`src/rtl/pipe_stage_chain.sv`:
```
// Elastic register chain of DEPTH slots carrying an opaque WIDTH-bit payload with valid/ready, stall, flush and bubble collapse.
// Optional PIPE_PERF_EN adds saturating stall/kill counters with a synchronous clear.
module pipe_stage_chain #(
  parameter int WIDTH = 32,
  parameter int DEPTH = 1,
  parameter logic [WIDTH-1:0] BUBBLE_VAL = WIDTH'(32'h00000013)
) (
  input  logic                       clk,
  input  logic                       rst,
  input  logic                       in_valid,
  output logic                       in_ready,
  input  logic [WIDTH-1:0]           in_data,
  output logic                       out_valid,
  input  logic                       out_ready,
  output logic [WIDTH-1:0]           out_data,
  input  logic                       stall,
  input  logic                       flush,
`ifdef PIPE_PERF_EN
  input  logic                       perf_clr,
  output logic [15:0]                stall_cnt,
  output logic [15:0]                kill_cnt,
`endif
  output logic [$clog2(DEPTH+1)-1:0] occupancy
);

  localparam int OW = $clog2(DEPTH+1);

  logic [DEPTH-1:0] vld;
  logic [DEPTH-1:0] adv;
  logic [DEPTH-1:0] vld_nxt;
  logic [WIDTH-1:0] dat [DEPTH];
  logic             fire_in;
  logic             fire_out;

  function automatic logic [OW-1:0] popcnt(input logic [DEPTH-1:0] v);
    logic [OW-1:0] c;
    c = '0;
    for (int i = 0; i < DEPTH; i++) c = c + OW'(v[i]);
    return c;
  endfunction

  assign out_valid = vld[DEPTH-1] & ~stall & ~flush;
  assign out_data  = dat[DEPTH-1];
  assign fire_out  = out_valid & out_ready;

  // A payload moves whenever the slot ahead is empty or emptying, so bubbles collapse.
  always_comb begin
    adv = '0;
    adv[DEPTH-1] = fire_out;
    for (int i = DEPTH - 2; i >= 0; i--) begin
      adv[i] = vld[i] & (~vld[i+1] | adv[i+1]);
    end
  end

  assign in_ready = ~rst & ~stall & ~flush & (~vld[0] | adv[0]);
  assign fire_in  = in_valid & in_ready;

  always_comb begin
    vld_nxt = '0;
    vld_nxt[0] = fire_in | (vld[0] & ~adv[0]);
    for (int i = 1; i < DEPTH; i++) begin
      vld_nxt[i] = adv[i-1] | (vld[i] & ~adv[i]);
    end
  end

  always_ff @(posedge clk or posedge rst) begin
    if (rst) begin
      vld       <= '0;
      occupancy <= '0;
      for (int i = 0; i < DEPTH; i++) dat[i] <= BUBBLE_VAL;
    end else if (flush) begin
      vld       <= '0;
      occupancy <= '0;
      for (int i = 0; i < DEPTH; i++) dat[i] <= BUBBLE_VAL;
    end else if (!stall) begin
      vld       <= vld_nxt;
      occupancy <= popcnt(vld_nxt);
      if (fire_in) dat[0] <= in_data;
      for (int i = 1; i < DEPTH; i++) begin
        if (adv[i-1]) dat[i] <= dat[i-1];
      end
    end
  end

`ifdef PIPE_PERF_EN
  logic [16:0] kill_sum;
  assign kill_sum = {1'b0, kill_cnt} + 17'(popcnt(vld));

  always_ff @(posedge clk or posedge rst) begin
    if (rst) begin
      stall_cnt <= '0;
      kill_cnt  <= '0;
    end else if (perf_clr) begin
      stall_cnt <= '0;
      kill_cnt  <= '0;
    end else begin
      if (stall && !flush && stall_cnt != 16'hFFFF) stall_cnt <= stall_cnt + 16'd1;
      if (flush) kill_cnt <= kill_sum[16] ? 16'hFFFF : kill_sum[15:0];
    end
  end
`endif

endmodule

```
`config.mk`:
```
export PLATFORM = sky130hd
export DESIGN_NAME = pipe_stage_chain
export DESIGN_NICKNAME = d
export VERILOG_FILES = /design/src/rtl/pipe_stage_chain.sv
export SDC_FILE = /design/constraint.sdc
export NUM_CORES = 1
export LEC_CHECK = 0
export BUFFER_PORTS_ARGS = -buffer_cell sky130_fd_sc_hd__buf_2
export CORE_MARGIN = 5
export CORE_UTILIZATION = 36
export DETAILED_ROUTE_END_ITERATION = 6
export SYNTH_ARGS = -nofsm -noshare
export SYNTH_HDL_FRONTEND = slang
export SYNTH_SLANG_ARGS = --single-unit
```
`constraint.sdc`:
```
create_clock -name clk -period 1.6 [get_ports clk]
set_clock_uncertainty 0.05 [all_clocks]
set_input_delay 0.24 -clock clk [delete_from_list [all_inputs] [get_ports clk]]
set_output_delay 0.24 -clock clk [all_outputs]
set_load 0.02 [all_outputs]
```
== Word level (Yosys, flattened, before mapping) ==
Cells that the tools add are included.

* Equal/unequal tests: 1
* Mux-type cells: 5
* Bitwise operators: 15
* Reduce and logical (&&, ||, !) cells: 2

{| class="wikitable"
|+ Operator list
! operator !! count
|-
| $mux W32 || 3
|-
| $and A1 B1 Y1 || 8
|-
| $not A1 Y1 || 5
|-
| $mux W1 || 2
|-
| $ne A2 B1 Y1 const B || 1
|-
| $or A1 B1 Y1 || 2
|-
| $reduce_and A2 Y1 || 1
|-
| $reduce_bool A2 Y1 || 1
|}

* Bits in registers: 33
* Word-level logic and storage cells: 25

== Longest topological paths before layout ==
Gate-level depths: netlist of the first run.

* Word-level depth: 10
* Mapped depth: 5
* Mapped depth without buffers: 3

== Worst setup path after synthesis of the first run ==
Ideal clock, no wire load.

* Kind: input -> output
* From: in flush
* To: out in_ready
* Arrival: 1.279 ns
* Data required time: 1.310 ns
* Setup slack: 0.031 ns
* Stages on the path: 3
* Buffers on the path: 2
* Cells stage by stage: buf_6 > clkbuf_1 > nor4_1

* Longest elaborated chain between the ends: 5

{| class="wikitable"
|+ Ends and longest elaborated chain
! what !! line !! RTL
|-
| start: declaration || 17 || <nowiki>input logic flush,</nowiki>
|-
| $not A1 Y1 (*) || 42, 55 ||
|-
| $and A1 B1 Y1 || 42 || <nowiki>assign out_valid = vld[DEPTH-1] & ~stall & ~flush;</nowiki>
|-
| $and A1 B1 Y1 || 44 || <nowiki>assign fire_out = out_valid & out_ready;</nowiki>
|-
| $or A1 B1 Y1 || 55 || <nowiki>assign in_ready = ~rst & ~stall & ~flush & (~vld[0] | adv[0]);</nowiki>
|-
| $and A1 B1 Y1 (*) || 55 ||
|-
| end: declaration || 11 || <nowiki>output logic in_ready,</nowiki>
|}

Every way passes the cells marked *; elsewhere a longest branch is shown, timed or not.

== Worst setup path in the final report of the first run ==
* From: reg vld
* To: out in_ready

* Longest elaborated chain between the ends: 5

{| class="wikitable"
|+ Ends and longest elaborated chain
! what !! line !! RTL
|-
| start: declaration || 28 || <nowiki>logic [DEPTH-1:0] vld;</nowiki>
|-
| start signal: assignment || 76 || <nowiki>vld <= vld_nxt;</nowiki>
|-
| $and A1 B1 Y1 (2 in a row) || 42 ||
|-
| $and A1 B1 Y1 || 44 ||
|-
| $or A1 B1 Y1 (*) || 55 ||
|-
| $and A1 B1 Y1 (*) || 55 ||
|}

Marked as above.

==> results.md, run 1 <==
- Run status: completed
- Main combinational cell family by area after synthesis: multiplexers
- Kind of end point of the critical path: output port
- Number of diodes added for antenna fixing: 0
- Number of clock buffers inserted by TritonCTS: 5
- Number of global-route vias before repair: 1309
- Max rail drop VDD: 0.395 mV
- Worst Hold Launch: in_data[14]
- Share of layout cells above drive strength 1: 62.3%
- Maximum level of the CTS H-tree: 2
- Largest driver fanout on the critical path: 4
- Leak Pwr: 1.28 nW
- Part of the total power dissipated in sequential elements: 42.5%
- Number of iterations in the first detailed-routing pass: 4
- Effective utilization at floorplan: 37.4%
- Setup CP Type: flop to output port
- Count of cells along the worst hold path: 2
- Highest metal layer with signal wires: met4
- Power density over cell area: 926 nW/um2
- Pre-CTS worst setup slack: 0.0899 ns
- # DRC: 0
- Final antenna-violating net count: 0
- Transition time at the pin with the least slew margin: 0.240 ns
- Maximum number of pins on one net before global-route repair: 31
- Vias after detailed routing: 1161
- Fraction of the mapped netlist area in adder cells: 0%
- Final clock period utilization by the worst path: 93.1%
- Comb power frac: 12.7%
- Number of filler cells placed in the layout: 396
- Final Hold Viols: 0
- Crit path time final: 1.49 ns
- Endpoint of the worst register-to-register path: out_data[16]$_DFFE_PP0P_
- #FFs+latches synth: 33
- Endpoint, Worst Hold: out_data[14]$_DFFE_PP0P_
- Xor and xnor area share after synthesis: 0%
- Max stage delay on crit path: 0.38 ns
- Clock insertion delay at the later pin of the skew report: 0.28 ns
- Relative area change from synthesis to final layout: 36.3%
- CTS tree: built
- Mapped Nets: 156
- Total number of clock tree sinks: 33
- Routed length per instance: 15.8 um
- Clock-pin slew on the worst setup and hold paths: 0.07 ns
- Final Cell Area: 2230 um2
- Overall power consumption: 0.00207 W
- DIE AREA: 6000 um2
- Total net switching power: 0.000457 W
- Global-route wire length before repair: 6.50 mm
- Internal power: 0.00161 W
- Worst path buffer plus inverter count: 1
- Fraction of power consumed by the clock network: 44.8%
- Sequential cell area fraction in the yosys report: 50.6%
- Family of cells with the greatest summed delay on the critical path: flip-flops
- Distinct cell type count after synthesis: 18
- DIE HEIGHT: 77.5 um
- Total I/O pin count: 73
- Cell count after synthesis: 118
- Main area contributors after synthesis: sky130_fd_sc_hd__dfrtp_1 46%, sky130_fd_sc_hd__mux2_4 27%, sky130_fd_sc_hd__nor2b_1 11%
- Top-area cell type share of the netlist area: 45.8%
- Maxcap violations: 0
- Library cell with the largest summed area after synthesis: sky130_fd_sc_hd__dfrtp_1
- Starting DRC count in detailed routing: 62
- RePlAce Congestion: 0.751
- Worst-path cell chain: nor2b_4, nor4_2, buf_4
- Critical-path top delay cell: sky130_fd_sc_hd__dfrtp_1
- Dpl cell area: 2060 um2
- Synth Cell Area: 1640 um2
- Layout net count: 236
- Worst slew margin relative to its limit: 84.0%
- Launching point of the worst reg2reg path: vld$_DFFE_PP0P_
- Post-synthesis mux area share: 26.6%
- Max-slew violation total from the final report: 0
- Final routed wirelength across all metal layers: 3.97 mm
- Count of port buffers added during placement: 72
- CP arrival: 1.20 ns
- Critical Path Start Type: flop
- Post-route worst hold slack: 0.135 ns
- Number of warning messages in the yosys log: 0
- Register-to-Register Setup Slack: 0.14 ns
- Simple-gate portion of the synthesized area: 17.0%
- Placed wire-length estimate after detailed placement: 2.93 mm
- Detail Route met2 WL: 1.87 mm
- Final count of negative-setup-slack endpoints: 0
- Multi-input gate area: 762 um2
- Post-layout worst setup margin: 0.110 ns
- Root Buffer: sky130_fd_sc_hd__clkbuf_8
- Upper clock frequency limit: 671 MHz
- CORE AREA: 4380 um2
- Class of the most critical hold timing path: input port to flop
- Synthesized-area fraction occupied by ao, oa, aoi and oai cells: 2.06%
- Sum of routed wire segments on met1: 1.68 mm
- Floorplan row count: 24
- Total met3 wirelength after detailed routing: 342 um
- Worst-case clock buffer depth: 2
- Number of antenna violations at the first check in global routing: 0
- RSZ-0062 raised after global routing: true
- Total area of sequential cells: 830 um2
- Length in cells of the worst reg-to-reg path: 5
- Required time of the critical path: 1.31 ns
- Drt via density: 4.63
- Die width: 77.5 um
- Total routing usage reported by global routing: 13.7%
- Synthesized area per cell: 13.9 um2
- Aggregate global routing overflow: 0
- Sw Share: 22.1%
[repair_timing]
item                       4_1_cts  5_1_grt
resized for setup                0        4
setup buffers                    0        1
hold buffers                     1        0
setup endpoints to repair        0        1
hold endpoints to repair        30        0
[per-stage QoR]
| stage | setup TNS (ns) | std cells | utilization (%) |
|---|---|---|---|
| floorplan | 0 | 118 | - |
| global placement | 0 | 241 | 47.1 |
| detailed placement | 0 | 241 | 47.1 |
| CTS | 0 | 250 | 50.4 |
| global route | -0.00902 | 251 | 50.9 |
| finish | 0 | 251 | 50.9 |
[routing by layer]
layer / track usage [%] / up-vias
li1: - / 554
met1: 17.4 / 540
met2: 20.9 / 58
met3: 5.21 / 9
met4: 5.50 / 0
met5: 0 / -
[logic make-up after synthesis]
logic type	after synthesis
and+or+nand+nor	42
DFF	33
muxes	29
buffers and inverters	8
AOI/OAI and AO/OA	6
[worst max-delay path by stage]
stage	endpoint	cells after the start	from
after floorplan	in_ready	3	flush
after global placement	out_data[28]$_DFFE_PP0P_	5	flush
after detailed placement	out_data[10]$_DFFE_PP0P_	5	flush
after CTS	in_ready	3	vld$_DFFE_PP0P_
after global routing	in_ready	3	vld$_DFFE_PP0P_
final	in_ready	3	vld$_DFFE_PP0P_
[layout make-up]
cell class	count	area share, %
sequential	33	37.2
inverter	1	0.168
clock inverter	3	2.91
multi-input combinational	77	34.1
tap	52	2.91
timing repair buffer	80	19.6
clock buffer	5	3.08
[worst reg2reg max path: stages, from the launching register on]
cell and delay [ns]:
sky130_fd_sc_hd__dfrtp_1 0.38, sky130_fd_sc_hd__buf_4 0.14, sky130_fd_sc_hd__nand2b_1 0.15, sky130_fd_sc_hd__nand2_2 0.09, sky130_fd_sc_hd__buf_12 0.20, sky130_fd_sc_hd__mux2_4 0.34
[flip-flops by register name, indices dropped and copies added, names as in the netlist]
signal / cells
vld: 1
out_data: 32
[cells in the mapped netlist]
library cell and number:
sky130_fd_sc_hd__dfrtp_1 30, sky130_fd_sc_hd__mux2_4 29, sky130_fd_sc_hd__nor2b_1 28, sky130_fd_sc_hd__buf_6 4, sky130_fd_sc_hd__nand2_1 4, sky130_fd_sc_hd__a31oi_1 3, sky130_fd_sc_hd__clkbuf_1 3, sky130_fd_sc_hd__dfstp_2 3
sky130_fd_sc_hd__o21ai_0 3, sky130_fd_sc_hd__and2b_1 2, sky130_fd_sc_hd__nand2b_1 2, sky130_fd_sc_hd__inv_1 1, sky130_fd_sc_hd__nand2_2 1, sky130_fd_sc_hd__nand3b_1 1, sky130_fd_sc_hd__nor3b_1 1, sky130_fd_sc_hd__nor4_1 1
sky130_fd_sc_hd__nor4b_4 1, sky130_fd_sc_hd__or4b_2 1
[layout by cell type (no fill, tap or decap), drive strengths merged]
cell	count
dfrtp	30
clkinv	1
o21ai	3
clkbuf	5
dlygate4sd3	1
nor4	1
nor2b	28
a31oi	3
nand3b	1
nand2b	2
nand2	5
inv	1
dfstp	3
mux2	29
bufinv	2
or4b	1
and2b	2
nor4b	1
nor3b	1
buf	79
[power by group through the flow]
stage | clock network, W | registers (W) | logic (W)
after floorplan | 0 | 0.000932 | 0.000112
after global placement | 0 | 0.000894 | 0.000250
after detailed placement | 0 | 0.000895 | 0.000258
after CTS | 0.000946 | 0.000880 | 0.000260
after global routing | 0.000975 | 0.000884 | 0.000284
final | 0.000926 | 0.000880 | 0.000262
Power figures use the tool's default switching activity.
==> run 2: changes to the inputs <==
--- a/config.mk
+++ b/config.mk
@@ -6,9 +6,12 @@
 export NUM_CORES = 1
 export LEC_CHECK = 0
 export BUFFER_PORTS_ARGS = -buffer_cell sky130_fd_sc_hd__buf_2
+export CELL_PAD_IN_SITES_DETAIL_PLACEMENT = 1
+export CELL_PAD_IN_SITES_GLOBAL_PLACEMENT = 1
 export CORE_MARGIN = 5
 export CORE_UTILIZATION = 36
 export DETAILED_ROUTE_END_ITERATION = 6
+export PLACE_DENSITY_LB_ADDON = 0.1
 export SYNTH_ARGS = -nofsm -noshare
 export SYNTH_HDL_FRONTEND = slang
 export SYNTH_SLANG_ARGS = --single-unit
==> run 2 against run 1 <==
  * Sequential power about the same
  * Core utilization decreased by 0.20 points
  * Sequential cell count unchanged
  * Maximum frequency decreased by 1.2%
  * Combinational power about the same
  * Setup slack got worse by 0.018 ns
  * Via count increased by 1.7%
  * Critical path depth unchanged
  * Highest routed layer unchanged
==> results.md, run 2 (same netlist as run 1, synthesis figures left out) <==
- Sw Share: 22.9% (+0.82 points)
- Global-route wire length before repair: 6.81 mm (+4.8%)
- Quantity of gates resized following cts: 0 (unchanged)
- Aggregate global routing overflow: 0 (unchanged)
- Final Hold Viols: 0 (unchanged)
- Largest driver fanout on the critical path: 4 (unchanged)
- Placed wire-length estimate after detailed placement: 3.00 mm (+2.4%)
- CTS tree: built
- Multi-input gate area: 748 um2 (-1.8%)
- Share of layout cells above drive strength 1: 60.8% (-1.5 points)
- Critical Path Start Type: flop
- Routed length per instance: 15.9 um (+0.86%)
- Maxcap violations: 0 (unchanged)
- Max rail drop VDD: 0.562 mV (+42%)
- Internal power: 0.00150 W (-6.8%)
- Clock insertion delay at the later pin of the skew report: 0.28 ns (about the same)
- Crit path time final: 1.51 ns (+0.0184 ns)
- Final clock period utilization by the worst path: 94.3% (+1.1 points)
- Total met3 wirelength after detailed routing: 301 um (-12%)
- Number of global-route vias before repair: 1300 (-0.69%)
- Class of the most critical hold timing path: input port to flop
- CORE AREA: 4380 um2 (unchanged)
- RePlAce Congestion: 0.736 (-2.0%)
- Total routing usage reported by global routing: 14.1% (+0.47 points)
- Max-slew violation total from the final report: 0 (unchanged)
- Fraction of power consumed by the clock network: 41.4% (-3.4 points)
- Required time of the critical path: 1.31 ns (about the same)
- Max reg flops: 32 (unchanged)
- Drt via density: 4.71 (+1.7%)
- Worst-case clock buffer depth: 2 (unchanged)
- Upper clock frequency limit: 663 MHz (-1.2%)
- Root Buffer: sky130_fd_sc_hd__clkbuf_8
- Detail Route met2 WL: 1.82 mm (-2.8%)
- Number of clock buffers inserted by TritonCTS: 5 (unchanged)
- Number of antenna violations at the first check in global routing: 0 (unchanged)
- Number of diodes added for antenna fixing: 0 (unchanged)
- Setup CP Type: flop to output port
- Setup TNS: 0 ns (unchanged)
- Final routed wirelength across all metal layers: 4.00 mm (+0.86%)
- Number of filler cells placed in the layout: 477 (+20%)
- Power density over cell area: 876 nW/um2 (-5.4%)
- Layout net count: 236 (unchanged)
- # DRC: 0 (unchanged)
- Transition time at the pin with the least slew margin: 0.420 ns (+0.179 ns)
- Sum of routed wire segments on met1: 1.83 mm (+9.1%)
- Highest metal layer with signal wires: met4
- Run status: completed
- CP arrival: 1.22 ns (+0.02 ns)
- DIE HEIGHT: 77.5 um (unchanged)
- Vias after detailed routing: 1181 (+1.7%)
- Total number of clock tree sinks: 33 (unchanged)
- Commonest non-fill, non-tap cell in the layout: sky130_fd_sc_hd__buf_2
- Total net switching power: 0.000447 W (-2.3%)
- Maximum number of pins on one net before global-route repair: 26 (-16%)
- Total area of sequential cells: 830 um2 (unchanged)
- Final antenna-violating net count: 0 (unchanged)
- DIE AREA: 6000 um2 (unchanged)
- Count of port buffers added during placement: 72 (unchanged)
- Maximum level of the CTS H-tree: 2 (unchanged)
- Dpl cell area: 2090 um2 (+1.2%)
- Total I/O pin count: 73 (unchanged)
- Relative area change from synthesis to final layout: 35.8%
- Comb power frac: 13.5% (+0.8 points)
- Die width: 77.5 um (unchanged)
- Number of iterations in the first detailed-routing pass: 2 (-2)
- Final count of negative-setup-slack endpoints: 0 (unchanged)
- Clock-pin slew on the worst setup and hold paths: 0.07 ns (about the same)
- Floorplan row count: 24 (unchanged)
- Kind of end point of the critical path: output port
- Part of the total power dissipated in sequential elements: 45.1% (+2.6 points)
- Final Cell Area: 2220 um2 (-0.39%)
- Starting DRC count in detailed routing: 31 (-50%)
- Effective utilization at floorplan: 37.4% (unchanged)
- Highest-count cells in the layout ignoring fill and taps: 72 x sky130_fd_sc_hd__buf_2, 30 x sky130_fd_sc_hd__dfrtp_1, 29 x sky130_fd_sc_hd__mux2_4, 28 x sky130_fd_sc_hd__nor2b_1, 6 x sky130_fd_sc_hd__clkbuf_8
- Leak Pwr: 1.27 nW (-0.10%)
- RSZ-0062 raised after global routing: false
- Worst slew margin relative to its limit: 72.0% (-12 points)
run 2: routing by layer:
metal  vias to the layer above  global-route usage, %
met2                        47                   21.0
li1                        555                      -
met5                         -                      0
met3                         6                   4.86
met1                       573                   19.3
met4                         0                   4.64
run 2: power by group through the flow:
stage | sequential (W) | combinational, W | clock, W
3_3_place_gp | 0.000895 | 0.000256 | 0
6_report | 0.000880 | 0.000263 | 0.000807
5_1_grt | 0.000883 | 0.000286 | 0.000868
3_5_place_dp | 0.000895 | 0.000263 | 0
4_1_cts | 0.000881 | 0.000267 | 0.000826
2_1_floorplan | 0.000932 | 0.000112 | 0
run 2: worst max-delay path, cell delays in order, from the launching register on:
cell,delay [ns]
sky130_fd_sc_hd__dfrtp_1,0.39
sky130_fd_sc_hd__nor2b_1,0.17
sky130_fd_sc_hd__nor4_1,0.16
sky130_fd_sc_hd__buf_2,0.21
run 2: final cells by class:
| class | count | share of cell area, % |
|---|---|---|
| well taps | 52 | 2.93 |
| multi-input cells | 77 | 33.7 |
| inverters | 1 | 0.169 |
| flip-flops and latches | 33 | 37.3 |
| clock buffers | 7 | 3.88 |
| repair buffers | 80 | 20.7 |
| clock inverters | 1 | 1.35 |
run 2: metrics by stage:
| stage | hold WS, ns | setup WS, ns | util, % | total power (W) | cells |
|---|---|---|---|---|---|
| floorplan | 0.317 | 0.0310 | - | 0.00104 | 118 |
| finish | 0.138 | 0.0915 | 50.7 | 0.00195 | 251 |
| detailed placement | 0.248 | 0.104 | 47.7 | 0.00116 | 241 |
| global route | 0.118 | 0.0177 | 50.7 | 0.00204 | 251 |
| CTS | 0.130 | 0.0319 | 50.5 | 0.00197 | 250 |
| global placement | 0.239 | 0.122 | 47.7 | 0.00115 | 241 |
run 2: repair_timing:
action / 4_1_cts / 5_1_grt
endpoints found under the hold margin: 5 / 0
endpoints found under the setup margin: 0 / 1
buffers inserted: 0 / 1
hold buffers: 1 / 0
run 2: path summary, 6_finish.rpt:
check / start / endpoint / slack (ns) / depth (start not counted)
setup / recovery: vld$_DFFE_PP0P_ / in_ready / 0.09 / 3
hold / removal: in_data[16] / out_data[16]$_DFFE_PP0P_ / 0.14 / 2
setup reg to reg: vld$_DFFE_PP0P_ / out_data[11]$_DFFE_PP0P_ / 0.13 / 5
hold reg to reg: out_data[1]$_DFFE_PP1P_ / out_data[1]$_DFFE_PP1P_ / 0.43 / 2
max in group asynchronous: rst / out_data[26]$_DFFE_PP0P_ / 0.51 / 4
min in group asynchronous: rst / out_data[21]$_DFFE_PP0P_ / 0.52 / 3
==> run 3: changes to the inputs <==
--- a/config.mk
+++ b/config.mk
@@ -5,11 +5,12 @@
 export SDC_FILE = /design/constraint.sdc
 export NUM_CORES = 1
 export LEC_CHECK = 0
-export BUFFER_PORTS_ARGS = -buffer_cell sky130_fd_sc_hd__buf_2
+export BUFFER_PORTS_ARGS = -buffer_cell sky130_fd_sc_hd__clkbuf_2
 export CELL_PAD_IN_SITES_DETAIL_PLACEMENT = 1
 export CELL_PAD_IN_SITES_GLOBAL_PLACEMENT = 1
 export CORE_MARGIN = 5
 export CORE_UTILIZATION = 36
+export CTS_CLUSTER_DIAMETER = 100
 export DETAILED_ROUTE_END_ITERATION = 6
 export PLACE_DENSITY_LB_ADDON = 0.1
 export SYNTH_ARGS = -nofsm -noshare
==> run 3 against run 2 <==
  * Sequential cell count unchanged
  * Die area unchanged
  * Setup slack improved by 0.011 ns
  * Hold slack improved by 0.0055 ns
  * Sequential share of layout area increased by 0.79 points
  * Total power decreased by 12%
  * Register-to-register slack got worse by 0.03 ns
  * Maximum frequency increased by 0.72%
  * Via count increased by 0.51%
  * Routed wire length increased by 5.0%
  * Critical path depth increased by 2
==> results.md, run 3 (same netlist as run 1, synthesis figures left out) <==
- Effective utilization at floorplan: 37.4% (unchanged)
- Total routing usage reported by global routing: 14.3% (+0.20 points)
- Upper clock frequency limit: 668 MHz (+0.72%)
- Share of layout cells above drive strength 1: 61.7% (+0.93 points)
- Number of diodes added for antenna fixing: 0 (unchanged)
- Transition time at the pin with the least slew margin: 0.450 ns (+0.0301 ns)
- Placed wire-length estimate after detailed placement: 3.18 mm (+6.1%)
- Length in cells of the worst reg-to-reg path: 5 (unchanged)
- Kind of end point of the critical path: flop
- Starting DRC count in detailed routing: 45 (+45%)
- Vias after detailed routing: 1187 (+0.51%)
- DIE AREA: 6000 um2 (unchanged)
- Commonest non-fill, non-tap cell in the layout: sky130_fd_sc_hd__clkbuf_2
- Dpl cell area: 2070 um2 (-0.96%)
- Routed length per instance: 16.9 um (+6.3%)
- Final routed wirelength across all metal layers: 4.20 mm (+5.0%)
- Power density over cell area: 787 nW/um2 (-10%)
- Worst slew margin relative to its limit: 70.0% (-2.0 points)
- Sum of routed wire segments on met1: 1.79 mm (-2.5%)
- Number of global-route vias before repair: 1382 (+6.3%)
- Worst-case clock buffer depth: 2 (unchanged)
- Total I/O pin count: 73 (unchanged)
- Drt via density: 4.79 (+1.7%)
- Total number of clock tree sinks: 33 (unchanged)
- Setup TNS: 0 ns (unchanged)
- Final antenna-violating net count: 0 (unchanged)
- CORE AREA: 4380 um2 (unchanged)
- Run status: completed
- Placed cells: 240 (-0.41%)
- Endpoint of the worst register-to-register path: out_data[12]$_DFFE_PP0P_
- Max rail drop VDD: 0.398 mV (-29%)
- Maximum level of the CTS H-tree: 2 (unchanged)
- Relative area change from synthesis to final layout: 32.9%
- Total met3 wirelength after detailed routing: 278 um (-7.6%)
- Count of port buffers added during placement: 72 (unchanged)
- Required time of the critical path: 1.71 ns (+0.40 ns)
- Cell Count, Final, Fillers Out: 248 (-1.2%)
- Worst Hold Launch: in_data[16]
- Global-route wire length before repair: 6.95 mm (+2.0%)
- Detail Route met2 WL: 2.10 mm (+15%)
- Aggregate global routing overflow: 0 (unchanged)
- CTS tree: built
- Max reg flops: 32 (unchanged)
- Clock-pin slew on the worst setup and hold paths: 0.07 ns (about the same)
- Launching point of the worst reg2reg path: vld$_DFFE_PP0P_
- Number of filler cells placed in the layout: 479 (+0.42%)
- Root Buffer: sky130_fd_sc_hd__clkbuf_8
- RePlAce Congestion: 0.743 (+0.86%)
- Maximum number of pins on one net before global-route repair: 31 (+19%)
- # DRC: 0 (unchanged)
- Maxcap violations: 0 (unchanged)
- Crit path time final: 1.50 ns (-0.0108 ns)
- Register-to-Register Setup Slack: 0.10 ns (-0.03 ns)
- Endpoint, Worst Hold: out_data[16]$_DFFE_PP0P_
- CP arrival: 1.60 ns (+0.38 ns)
- Largest driver fanout on the critical path: 30 (+26)
- Number of iterations in the first detailed-routing pass: 3 (+1)
- Floorplan row count: 24 (unchanged)
- Final Cell Area: 2180 um2 (-2.1%)
- Die width: 77.5 um (unchanged)
- Highest metal layer with signal wires: met4
- Number of antenna violations at the first check in global routing: 0 (unchanged)
- Number of clock buffers inserted by TritonCTS: 5 (unchanged)
- Leak Pwr: 1.23 nW (-3.2%)
- RSZ-0062 raised after global routing: false
- Overall power consumption: 0.00171 W (-12%)
- Clock insertion delay at the later pin of the skew report: 0.27 ns (about the same)
- Layout net count: 235 (-0.42%)
- Critical Path Start Type: flop
- Setup CP Type: flop to flop
- Max-slew violation total from the final report: 0 (unchanged)
- Class of the most critical hold timing path: input port to flop
- Highest-count cells in the layout ignoring fill and taps: 71 x sky130_fd_sc_hd__clkbuf_2, 30 x sky130_fd_sc_hd__dfrtp_1, 29 x sky130_fd_sc_hd__mux2_4, 27 x sky130_fd_sc_hd__nor2b_1
- DIE HEIGHT: 77.5 um (unchanged)
- Final count of negative-setup-slack endpoints: 0 (unchanged)
- Count of cells along the worst hold path: 2 (unchanged)
- Final Hold Viols: 0 (unchanged)
- Final clock period utilization by the worst path: 93.6% (-0.68 points)
## run 3: changes by cell type in the layout (fill, tap and decap cells not counted)
cell / previous run / this run
sky130_fd_sc_hd__clkinv_2: 0 / 1
sky130_fd_sc_hd__bufinv_16: 1 / 0
sky130_fd_sc_hd__clkbuf_1: 1 / 0
sky130_fd_sc_hd__nor4_2: 0 / 1
sky130_fd_sc_hd__nor2b_4: 0 / 1
sky130_fd_sc_hd__clkbuf_8: 6 / 5
sky130_fd_sc_hd__nor4_1: 1 / 0
sky130_fd_sc_hd__buf_4: 4 / 5
sky130_fd_sc_hd__buf_12: 3 / 2
sky130_fd_sc_hd__buf_2: 72 / 0
sky130_fd_sc_hd__clkbuf_2: 0 / 71
sky130_fd_sc_hd__nor2b_1: 28 / 27
## run 3: through the flow
step | setup slack, ns | utilization (%) | hold WS, ns
finish | 0.102 | 49.7 | 0.143
global route | 0.0377 | 49.7 | 0.127
CTS | 0.00783 | 49.7 | 0.130
detailed placement | 0.0827 | 47.2 | 0.269
global placement | 0.138 | 47.2 | 0.261
floorplan | 0.0310 | - | 0.317
## run 3: layout make-up
type                       instances  area, um2  area share (%)
timing repair buffer              79        443            20.3
tap                               52       65.1            2.99
clock buffer                       5       68.8            3.16
clock inverter                     1       5.00           0.230
sequential                        33        830            38.1
multi-input combinational         77        762            35.0
inverter                           1       3.75           0.172
## run 3: timing repair
item	4_1_cts	5_1_grt
hold endpoints to repair	6	0
pin swaps	1	1
buffers inserted	1	0
gates resized for setup	4	1
hold buffers	1	0
endpoints found under the setup margin	1	1
## run 3: worst max-delay path: stages (launching register included)
cell,delay [ns]
sky130_fd_sc_hd__dfrtp_1,0.38
sky130_fd_sc_hd__buf_4,0.15
sky130_fd_sc_hd__nand2b_1,0.16
sky130_fd_sc_hd__nand2_2,0.09
sky130_fd_sc_hd__buf_12,0.19
sky130_fd_sc_hd__mux2_4,0.33
## run 3: how the worst max path moves through the flow
stage | from | endpoint | depth (start not counted)
CTS | vld$_DFFE_PP0P_ | in_ready | 3
finish | vld$_DFFE_PP0P_ | out_data[12]$_DFFE_PP0P_ | 5
global route | vld$_DFFE_PP0P_ | out_data[23]$_DFFE_PP0P_ | 5
floorplan | flush | in_ready | 3
global placement | flush | out_data[9]$_DFFE_PP0P_ | 5
detailed placement | flush | out_data[0]$_DFFE_PP1P_ | 4
## run 3: routing by layer
metal  global-route usage [%]  up-vias
met5                        0        -
met4                     3.09        0
met3                     5.09        5
met2                     23.0       46
met1                     18.7      585
li1                         -      551
## run 3: where the power goes
part / switching, W / internal (W)
Clock: 0.000280 / 0.000286
Combinational: 0.000138 / 0.000128
Sequential: 0.0000156 / 0.000866
